<file path="src/rtl/irq_ctrl.sv">
// rtl/irq_ctrl.sv - 8-channel interrupt request conditioner with bus-readable pending/enable/mode/polarity
// Optional IRQ_SYNC_EN adds a 2-flop synchronizer on every dev_irq line.
module irq_ctrl #(
    parameter int CH = 8
) (
    input  logic          clk,
    input  logic          reset,
    input  logic [CH-1:0] dev_irq,
    input  logic          cs_,
    input  logic          as_,
    input  logic          rw,
    input  logic [1:0]    addr,
    input  logic [31:0]   wr_data,
    output logic [31:0]   rd_data,
    output logic          rdy_,
    output logic [CH-1:0] irq
);

    logic [CH-1:0] pending, enable, mode, polarity, prev;
    logic [CH-1:0] samp, s, set_edge, clr, pending_n, prev_n;
    logic [CH-1:0] wdata;
    logic [31:0]   rd_val;
    logic          access, wr_pend, wr_en, wr_mode, wr_pol;
    logic          unused_hi;

`ifdef IRQ_SYNC_EN
    logic [CH-1:0] sync1, sync2;

    always_ff @(posedge clk or negedge reset) begin
        if (!reset) begin
            sync1 <= '0;
            sync2 <= '0;
        end else begin
            sync1 <= dev_irq;
            sync2 <= sync1;
        end
    end

    assign samp = sync2;
`else
    assign samp = dev_irq;
`endif

    assign access    = ~cs_ & ~as_;
    assign wr_pend   = access & ~rw & (addr == 2'd0);
    assign wr_en     = access & ~rw & (addr == 2'd1);
    assign wr_mode   = access & ~rw & (addr == 2'd2);
    assign wr_pol    = access & ~rw & (addr == 2'd3);
    assign wdata     = wr_data[CH-1:0];
    assign unused_hi = ^wr_data[31:CH];

    always_comb begin
        s         = samp ^ polarity;
        set_edge  = s & ~prev;
        clr       = wr_pend ? wdata : '0;
        // Edge channels: a fresh edge beats a simultaneous W1C. Level channels track s.
        pending_n = (mode & (set_edge | (pending & ~clr))) | (~mode & s);
        if (wr_mode) begin
            pending_n = pending_n & ~(mode ^ wdata);
        end
        // Reloading prev with the new-polarity sample keeps a polarity flip from looking like an edge.
        prev_n    = wr_pol ? (samp ^ wdata) : s;
    end

    always_comb begin
        rd_val = '0;
        case (addr)
            2'd0:    rd_val[CH-1:0] = pending;
            2'd1:    rd_val[CH-1:0] = enable;
            2'd2:    rd_val[CH-1:0] = mode;
            default: rd_val[CH-1:0] = polarity;
        endcase
    end

    always_ff @(posedge clk or negedge reset) begin
        if (!reset) begin
            pending  <= '0;
            enable   <= '0;
            mode     <= '0;
            polarity <= '0;
            prev     <= '0;
            irq      <= '0;
            rd_data  <= '0;
            rdy_     <= 1'b1;
        end else begin
            pending  <= pending_n;
            prev     <= prev_n;
            irq      <= pending & enable;
            if (wr_en)   enable   <= wdata;
            if (wr_mode) mode     <= wdata;
            if (wr_pol)  polarity <= wdata;
            rdy_     <= ~access;
            rd_data  <= (access & rw) ? rd_val : 32'd0;
        end
    end

endmodule

</file>
<file path="config.mk">
export PLATFORM = sky130hd
export DESIGN_NAME = irq_ctrl
export DESIGN_NICKNAME = d
export VERILOG_FILES = /design/src/rtl/irq_ctrl.sv
export SDC_FILE = /design/constraint.sdc
export NUM_CORES = 1
export LEC_CHECK = 0
export CORE_MARGIN = 3
export CORE_UTILIZATION = 50
export DETAILED_ROUTE_END_ITERATION = 8
export PLACE_DENSITY = 0.85
export SYNTH_ARGS = -nofsm -noshare
export SYNTH_HDL_FRONTEND = slang
export SYNTH_SLANG_ARGS = --single-unit
</file>
<file path="constraint.sdc">
create_clock -name clk -period 3.27 [get_ports clk]
set_input_delay 0.654 -clock clk [delete_from_list [all_inputs] [get_ports clk]]
set_output_delay 0.654 -clock clk [all_outputs]
set_load 0.05 [all_outputs]
</file>
==> After elaboration in Yosys (flattened, before gate mapping) <==
Index checks and enable logic that the tools add are counted.
{ "word_totals": {"ff_bits": 57, "input_bits": 47, "word_cells": 43, "output_inout_bits": 41} }
{ "classes": {"eq_ne": 3, "reduce_logical": 1, "n_mux": 5, "bitwise_logic": 26} }
{ "op_table": {"columns": ["cell", "n"], "rows": [
  ["$and A8 B8 Y8", 6],
  ["$mux W8", 4],
  ["$not A8 Y8", 4],
  ["$pmux W8 S3", 1],
  ["$xor A8 B8 Y8", 3],
  ["$or A8 B8 Y8", 2],
  ["$and A1 B1 Y1", 7],
  ["$eq A2 B2 Y1 const B", 2],
  ["$not A1 Y1", 4],
  ["$eq A2 B1 Y1 const B", 1],
  ["$logic_not A2 Y1", 1]
]} }

==> Depth between registers and ports, before layout <==
{ "logic_depth": {"depth_word": 12, "mapped_depth": 6, "ltp_nobuf": 4} }

==> Least setup slack after synthesis <==
No wires, ideal clock.
{ "synth_path": {"kind": "input-to-reg", "startpoint": "input port addr[1]", "endpoint": "register enable[0]", "cell_stages": 6, "arrival_time_ps": 1868, "path_slack_ps": 1276, "setup_ps": 125, "t_required_ps": 3145, "n_path_buf": 2, "cell_sequence": "buf_6 or4_4 buf_6 inv_6 nand2_8 mux2_4"} }
{ "synth_via": {"elab_chain_cells": 2} }
{ "synth_lines": {"columns": ["item", "line", "source"], "rows": [
  ["start, declared", "12", "input logic [1:0] addr,"],
  ["$eq A2 B1 Y1", "46", "assign wr_en = access & ~rw & (addr == 2'd1);"],
  ["$and A1 B1 Y1", "46", null],
  ["end signal, assigned", "89", "if (wr_en) enable <= wdata;"],
  ["end, declared", "19", "logic [CH-1:0] pending, enable, mode, polarity, prev;"]
]} }
No other way between the ends.
A chain may end at the register's enable or synchronous reset.

==> Final worst setup path <==
{ "layout_path": {"startpoint": "register rdy_", "endpoint": "output port rdy_"} }
{ "layout_rtl": {"columns": ["item", "line", "source"], "rows": [
  ["start, declared", "15", "output logic rdy_,"],
  ["start signal, assigned", "92", "rdy_ <= ~access;"]
]} }
No word-level cell between the ends.

==> metrics.csv <==
stage,metric,value,unit
floorplanning,start_util,0.532,
critical_path,endpoint_kind,output pin,
floorplanning,die_x,80.9,um
clock_network,cts_tree,built,
grt,grt_start_max_net_pins,23,
layout,antenna_cells,0,
logic_synthesis,synthesis.area,2810,um2
grt,antenna_found_initial,0,
job,maxCapViolCount,0,
place,dpl.cell_count,329,
timing,period_minus_slack,2.30,ns
clock_network,clkSlewWorstSetupHoldPaths,0.07,ns
timing,fmax,435,MHz
logic_synthesis,synth_cell_types,33,
timing,slew-limit-headroom,0.642,
detailed_routing,drc,0,
timing,final.setup_skew,0.00771,ns
detailed_routing,drt-total-wl,5.11,mm
timing,finalHoldViolations,0,
place,portBuffers,39,
critical_path,worstPathArrival,1.64,ns
logic_synthesis,synth_seq_cells,57,
timing,rsz0062_at_grt,no,
place,gp_congestion,0.796,
detailed_routing,antenna_left,0,
power_and_ir_drop,power_density,670,nW/um2
clock_network,clk_latency,0.34,ns
clock_network,cts-hold-fix-buffers,0,
critical_path,path_cells,clkdlybuf4s50_1,
critical_path,critical_path.max_fanout,1,
layout,nFillCells,428,
outcome,outcome,completed,
detailed_routing,dr_total_vias,1763,
clock_network,root_buffer,clkbuf_8,
logic_synthesis,synth_edf_count,0,
timing,worstMarginPinSlew,0.537,ns
power_and_ir_drop,ir_worst_vdd,390,uV
detailed_routing,vias_per_cell,5.11,
worst_hold_path,hp-class,input port to asynchronous set/reset pin,
grt,grt_pass1_vias,1819,
floorplanning,fp.coreArea,5270,um2
logic_synthesis,synth-async-reset-ratio,1.00,
detailed_routing,drt-initial-drc-count,103,
timing,finalSetupViolCount,0,
critical_path,cpPeakStageDelay,0.79,ns
critical_path,worst_setup_path_start_kind,flip-flop,
floorplanning,die_area,6540,um2
critical_path,cp_slowest_cell,clkdlybuf4s50_1,
layout,final_nets,317,
grt,grt_usage,0.186,
floorplanning,ios,88,
clock_network,cts_setup_buffers,0,
critical_path,timing.critical_path.buf_inv,1,
logic_synthesis,syn_inst,221,
clock_network,cts-resized-gates,0,
critical_path,criticalPathCategory,flip-flop to output pin,
layout,layout-drive-gt1-share,0.175,
floorplanning,row_count,26,
logic_synthesis,yosys_warnings,0,
clock_network,htreeDepth,3,
layout,instances_no_fill,345,
logic_synthesis,ys.flop_type,dfrtp_1,
logic_synthesis,synth_seq_area_share,0.509,
clock_network,clock-sinks,57,
detailed_routing,routedWlPerCell,14.8,um
timing,setup_tns,0,ns
timing,drv_slew,0,
power_and_ir_drop,power.leakage,1.59,nW
critical_path,cp_top_family,buffers and inverters,
grt,grt-ovfl-total,0,
critical_path,required,2.62,ns
detailed_routing,first_pass_iters,4,
floorplanning,die_h,80.9,um
timing,period_share,0.702,
logic_synthesis,avgSynthCellArea,12.7,um2
place,dp_hpwl,3.54,mm
layout,areaGrowthSynthToFinish,19.7,%
grt,grt_pass1_wl,8.79,mm
clock_network,cts_max_path_buffers,2,
clock_network,numCtsBuffers,9,
==> layer usage <==
layer | global-route usage | share of wire
met2 | 0.284 | 0.46
met4 | 0.110 | 0.026
met1 | 0.236 | 0.44
met3 | 0.0532 | 0.077
met5 | 0 | 0
==> registers in the layout, indices dropped and copies added (netlist names) <==
name / flops
enable: 8
irq: 8
mode: 8
pending: 8
polarity: 8
prev: 8
rd_data: 8
rdy_: 1
==> report_power, final <==
part | switching, W | internal (W) | total (W)
sequential | 0.000116 | 0.000881 | 0.000998
clock | 0.000276 | 0.000311 | 0.000587
combinational | 0.000362 | 0.000305 | 0.000667
==> worst paths after layout <==
kind	start	end	slack [ns]	cells past startpoint
worst min-delay path	reset	irq[6]	0.26	1
worst max-delay path	rdy_	rdy_	0.97	1
min in group clk	enable[2]	irq[2]	0.51	1
worst max register to register	polarity[6]	pending[6]	2.02	4
worst min register to register	enable[2]	irq[2]	0.51	1
max in group asynchronous	reset	rdy_	2.30	2
==> layout make-up <==
cell class / count / area (um2) / share of cell area
flip-flops and latches: 57 / 1430 / 0.425
multi-input cells: 147 / 1180 / 0.352
repair buffers: 47 / 445 / 0.133
clock buffers: 11 / 151 / 0.0451
well taps: 70 / 87.6 / 0.0261
inverters: 8 / 35.0 / 0.0104
clock inverters: 5 / 30.0 / 0.00894
==> Yosys cell counts (2+ instances only) <==
cell,number,area share
and2_1,8,0.018
mux4_1,8,0.075
a21oi_1,10,0.018
dfrtp_1,56,0.50
buf_4,27,0.072
o31ai_1,6,0.016
o21ai_0,5,0.0089
inv_1,7,0.0094
mux2_4,8,0.043
and3_1,8,0.018
mux2_2,10,0.040
a32oi_1,6,0.019
nand2_1,18,0.024
xnor2_1,2,0.0062
o32ai_1,2,0.0062
nor2_1,2,0.0027
buf_6,2,0.0080
nor2b_1,2,0.0045
xor2_1,14,0.044
o21a_1,6,0.016
a221oi_1,2,0.0062
==> through the flow <==
stage	setup WS (ns)	total power, W	hold slack, ns	utilization	cell area, um2
floorplan	1.28	0.00150	0.358	-	2890
global placement	0.671	0.00165	0.489	0.603	3180
detailed placement	0.663	0.00167	0.499	0.603	3180
CTS	0.958	0.00227	0.257	0.637	3360
global route	0.918	0.00240	0.280	0.637	3360
finish	0.973	0.00225	0.263	0.637	3360
==> logic make-up after synthesis <==
family,Yosys count,synth area share
flops,57,0.509
simple gates,43,0.0892
buf+inv,40,0.101
compound gates,38,0.0919
mux,26,0.158
xor+xnor,16,0.0500
other cells,1,0.00134
==> placed cells by master (no fill, tap or decap), drive strengths merged <==
cell / instances
clkinv: 3
nor2b: 2
buf: 9
mux4: 8
a221oi: 2
a21oi: 10
clkinvlp: 2
dfstp: 1
clkdlybuf4s50: 38
conb: 24
nand2: 19
and2: 8
o21ai: 6
a32oi: 6
xnor2: 2
inv: 8
dfrtp: 56
or2: 1
or4b: 1
nand4b: 1
or4: 1
and3: 8
nor2: 2
o31ai: 6
o32ai: 2
clkbuf: 11
xor2: 14
o21a: 6
mux2: 18
(Power assumes the default switching activity.)
